$ cat src/rtl/border_mask.sv
// Masks pixels on the image border with BORDER_VAL and checks frame geometry.
// Two register stages: the second one lets eol_o see whether the next beat continues the line.
module border_mask #(
  parameter int DATA_WIDTH = 8,
  parameter int IMG_W = 640,
  parameter int IMG_H = 480,
  parameter int CNT_W = 12,
  parameter logic [DATA_WIDTH-1:0] BORDER_VAL = '0
) (
  input  logic                  clk_i,
  input  logic                  reset_i,
  input  logic [DATA_WIDTH-1:0] data_i,
  input  logic                  valid_i,
  input  logic                  frame_i,
  output logic [DATA_WIDTH-1:0] data_o,
  output logic                  valid_o,
  output logic                  frame_o,
  output logic                  sol_o,
  output logic                  eol_o,
  output logic                  err_o
);

  typedef enum logic [1:0] {SYNC, IDLE, ACTIVE} state_t;

  localparam logic [CNT_W-1:0] CNT_MAX  = '1;
  localparam logic [CNT_W-1:0] COL_LAST = CNT_W'(IMG_W - 1);
  localparam logic [CNT_W-1:0] ROW_LAST = CNT_W'(IMG_H - 1);
  localparam logic [CNT_W-1:0] W_LEN    = CNT_W'(IMG_W);
  localparam logic [CNT_W:0]   H_LEN    = (CNT_W + 1)'(IMG_H);

  state_t state, state_nxt;
  logic [CNT_W-1:0] col, row;
  logic [CNT_W:0] lines_done;
  logic in_line, accept, frame_end, clr_err, line_end, border, len_err, cnt_err;
  logic [DATA_WIDTH-1:0] s1_data;
  logic s1_valid, s1_sol, s1_frame;

  always_comb begin
    state_nxt = state;
    accept    = 1'b0;
    frame_end = 1'b0;
    clr_err   = 1'b0;
    case (state)
      SYNC: begin
        if (!frame_i) state_nxt = IDLE;
      end
      IDLE: begin
        if (frame_i) begin
          state_nxt = ACTIVE;
          clr_err   = 1'b1;
          accept    = valid_i;
        end
      end
      ACTIVE: begin
        if (!frame_i) begin
          state_nxt = IDLE;
          frame_end = 1'b1;
        end else begin
          accept = valid_i;
        end
      end
      default: state_nxt = SYNC;
    endcase
  end

  // Any cycle without an accepted beat terminates the current line.
  assign line_end   = in_line & ~accept;
  assign border     = (col == '0) | (col >= COL_LAST) | (row == '0) | (row >= ROW_LAST);
  assign lines_done = {1'b0, row} + {{CNT_W{1'b0}}, in_line};
  assign len_err    = line_end & (col != W_LEN);
  assign cnt_err    = frame_end & (lines_done != H_LEN);

  always_ff @(posedge clk_i or posedge reset_i) begin
    if (reset_i) begin
      state    <= SYNC;
      in_line  <= 1'b0;
      col      <= '0;
      row      <= '0;
      err_o    <= 1'b0;
      s1_data  <= '0;
      s1_valid <= 1'b0;
      s1_sol   <= 1'b0;
      s1_frame <= 1'b0;
      data_o   <= '0;
      valid_o  <= 1'b0;
      sol_o    <= 1'b0;
      eol_o    <= 1'b0;
      frame_o  <= 1'b0;
    end else begin
      state   <= state_nxt;
      in_line <= accept;

      if (!accept)
        col <= '0;
      else if (col != CNT_MAX)
        col <= col + 1'b1;

      if (state != ACTIVE || !frame_i)
        row <= '0;
      else if (line_end && row != CNT_MAX)
        row <= row + 1'b1;

      if (len_err || cnt_err)
        err_o <= 1'b1;
      else if (clr_err)
        err_o <= 1'b0;

      s1_valid <= accept;
      s1_data  <= accept ? (border ? BORDER_VAL : data_i) : '0;
      s1_sol   <= accept & ~in_line;
      s1_frame <= frame_i;

      data_o  <= s1_data;
      valid_o <= s1_valid;
      sol_o   <= s1_sol;
      eol_o   <= s1_valid & ~accept;
      frame_o <= s1_frame;
    end
  end

endmodule

$ cat config.mk
export PLATFORM = sky130hd
export DESIGN_NAME = border_mask
export DESIGN_NICKNAME = d
export VERILOG_FILES = /design/src/rtl/border_mask.sv
export SDC_FILE = /design/constraint.sdc
export NUM_CORES = 1
export LEC_CHECK = 0
export CAP_MARGIN = 20
export CORE_MARGIN = 2
export CORE_UTILIZATION = 51
export CTS_CLUSTER_DIAMETER = 50
export DETAILED_ROUTE_END_ITERATION = 8
export GPL_TIMING_DRIVEN = 1
export HOLD_SLACK_MARGIN = 0.1
export PLACE_DENSITY = 0.82
export SLEW_MARGIN = 15
export SYNTH_ARGS = -nofsm -noshare
export SYNTH_HDL_FRONTEND = slang
export SYNTH_SLANG_ARGS = --single-unit
export TNS_END_PERCENT = 100
$ cat constraint.sdc
create_clock -name clk_i -period 1.7 [get_ports clk_i]
set_input_delay 0.34 -clock clk_i [delete_from_list [all_inputs] [get_ports clk_i]]
set_output_delay 0.34 -clock clk_i [all_outputs]
set_load 0.02 [all_outputs]
==> flow_metrics.tcl <==
set metrics [dict create \
    maxSlewHeadroom 0.7075 \
    cts_sinks 50 \
    ys_ff_latch 50 \
    port_buffers 24 \
    firstDrtPassIters 4 \
    vdd_ir_drop_max_v 0.0003785 \
    place_inst 334 \
    cts_root_buf "clkbuf_8" \
    yosys_warnings 0 \
    io_pins 25 \
    num_vias 2031 \
    tightest_slew_ps 437.7 \
    die_area_mm2 0.005346 \
    path_class "flip-flop to flip-flop" \
    cp-end-kind "flip-flop" \
    setup_violations 1 \
    slew_violations 0 \
    leakage_uw 0.001414 \
    overflow 0 \
    hpwl_um 3645 \
    initial_core_util 0.5227 \
    fin_skew_ps 15.19 \
    row_count 25 \
    track_usage 0.2055 \
    vias_per_cell 5.836 \
    synth-edff-count 0 \
    dieWidth_um 73.12 \
    gp_congestion 0.8733 \
    dr.first_iter.drc_count 196 \
    ant_nets 0 \
    grt_pass1_vias 1848 \
    violations "negative setup slack" \
    layout-drive-gt1-share 0.2789 \
    fin_crit_sh 1.006 \
    cts.path.max_buffers 2 \
    min_period_ps 1711 \
    crit_path_start_kind "flip-flop" \
    ys_types 41 \
    placed_area_mm2 0.002975 \
    final_common_cell "dfrtp_1" \
    cap_viol_max_count 0 \
    numCtsBuffers 5 \
    cts_hold_buf 0 \
    path_max_fanout 6 \
    reg2reg_slack_ps -10 \
    critical-path-max-stage-delay_ps 490 \
    layout_setup_ws_ps -11.00 \
    instances_no_fill 348 \
    crit_chain "nand3_1 -> nor4_4 -> buf_6 -> nor3_1 -> xnor2_1 -> nor2_1" \
    nNetsFinal 316 \
    grt_pass1_wl_um 8473 \
    cts_tree "done" \
    drc 0 \
    stdcell_area_mm2 0.003341 \
    num_antenna_cells 0 \
    syn2layout_area_growth_pct 37.13 \
    slowest_stage "dfrtp_1" \
    fmax_mhz 584.5 \
    grt_max_degree 51 \
    cp_num_buf_inv 1 \
    clk_pin_slew_ps 100 \
    wl_per_cell_um 16.49 \
    syn-num-nets 263 \
    syn_avg_cell_area_um2 10.15 \
    status "finished with violations" \
    netlist_area_mm2 0.002436 \
    ys_seq_area_frac 0.5136 \
    hold_path_class "flip-flop to flip-flop" \
    syn_inst 240 \
    grt_antenna_before_repair 0 \
    pwr_density_cell_mw_per_mm2 830.5 \
    core-area_mm2 0.004661 \
    ys.flop_type "dfrtp_1" \
    rsz0062_at_grt "true" \
    crit_arrival_ps 1880 \
    final-hold-violation-count 0 \
    cp.required_ps 1870 \
    path_delay_family "simple AND/OR/NAND/NOR gates" \
    layout_common_cells "dfrtp_1, buf_4, nor2_1, clkdlybuf4s50_1" \
    ys_async_sr_fraction 1.000 \
    clk_latency_ps 310 \
    htreeDepth 2 \
    die_y_um 73.12 \
    drt-total-wl_um 5738 \
]
==> logic make-up after synthesis <==
family	after synthesis	share of synthesized area
buffers and inverters	27	0.04879
adder cells (fa/ha/maj)	11	0.05650
AO/OA/AOI/OAI	33	0.09296
AND/OR/NAND/NOR	100	0.2193
flip-flops	50	0.5136
multiplexers	1	0.004109
XOR/XNOR	18	0.06471
==> worst paths after layout <==
kind | from | endpoint | depth (start not counted)
max | row[8]$_DFFE_PP0P_ | row[4]$_DFFE_PP0P_ | 6
min | s1_data[6]$_DFF_PP0_ | data_o[6]$_DFF_PP0_ | 0
max reg2reg | row[8]$_DFFE_PP0P_ | row[4]$_DFFE_PP0P_ | 6
min reg2reg | s1_data[6]$_DFF_PP0_ | data_o[6]$_DFF_PP0_ | 0
max in group asynchronous | reset_i | row[0]$_DFFE_PP0P_ | 3
min in group asynchronous | reset_i | s1_data[4]$_DFF_PP0_ | 3
==> repair_timing <==
item	CTS	global route
gates cloned	0	1
endpoints found under the hold margin	0	0
buffers inserted	1	4
gates resized for setup	8	36
pin swaps	2	10
endpoints found under the setup margin	16	28
==> Yosys cell counts (all sizes together) (3+ instances only) <==
library cell,instances,area share
a21oi,3,0.0062
a31oi,9,0.023
and3,12,0.031
buf,12,0.026
clkbuf,3,0.0046
dfrtp,50,0.51
ha,11,0.056
inv,12,0.018
nand2,13,0.020
nand3,9,0.021
nand4,5,0.019
nor2,31,0.049
nor3,6,0.012
nor4,12,0.031
o21ai,9,0.018
xnor2,12,0.043
xor2,6,0.022
==> power breakdown <==
group / internal (uW) / switching (uW) / total (uW)
logic: 357 / 389 / 745
clock network: 304 / 433 / 737
registers: 1260 / 36.2 / 1290
total: 1920 / 858 / 2770
==> routing by layer <==
layer / vias up / GRT usage / routed length [um]
li1: 951 / - / -
met1: 976 / 0.2558 / 2314
met2: 83 / 0.3433 / 2908
met3: 21 / 0.03315 / 285
met4: 0 / 0.1049 / 229
met5: - / 0 / 0
==> per-stage QoR <==
stage          setup WS [ps]  setup TNS, ps  total power, uW  utilization  hold slack, ps
3_5_place_dp          -166.3          -1618             1911       0.6384           334.7
6_report              -11.00         -11.00             2774       0.7168           355.7
2_1_floorplan          2.203              0             1638            -           331.2
4_1_cts                7.285              0             2697       0.6690           356.6
3_3_place_gp          -107.2          -1078             1874       0.6384           331.8
5_1_grt               -92.39         -717.3             2910       0.7168           363.3
==> flip-flops by register name, summed over array words and instances (netlist names), 2 cells and up <==
signal and flops:
col 12, row 12, data_o 8, s1_data 8, state 2
==> cell type report <==
type,instances,area [um^2]
inverters,12,45.04
multi-input cells,163,1323
repair buffers,61,554.3
clock inverters,3,26.28
flip-flops and latches,50,1256
well taps,54,67.56
clock buffers,5,68.82
fillers,306,1320
Note: power is estimated with default switching activity, not from simulation.
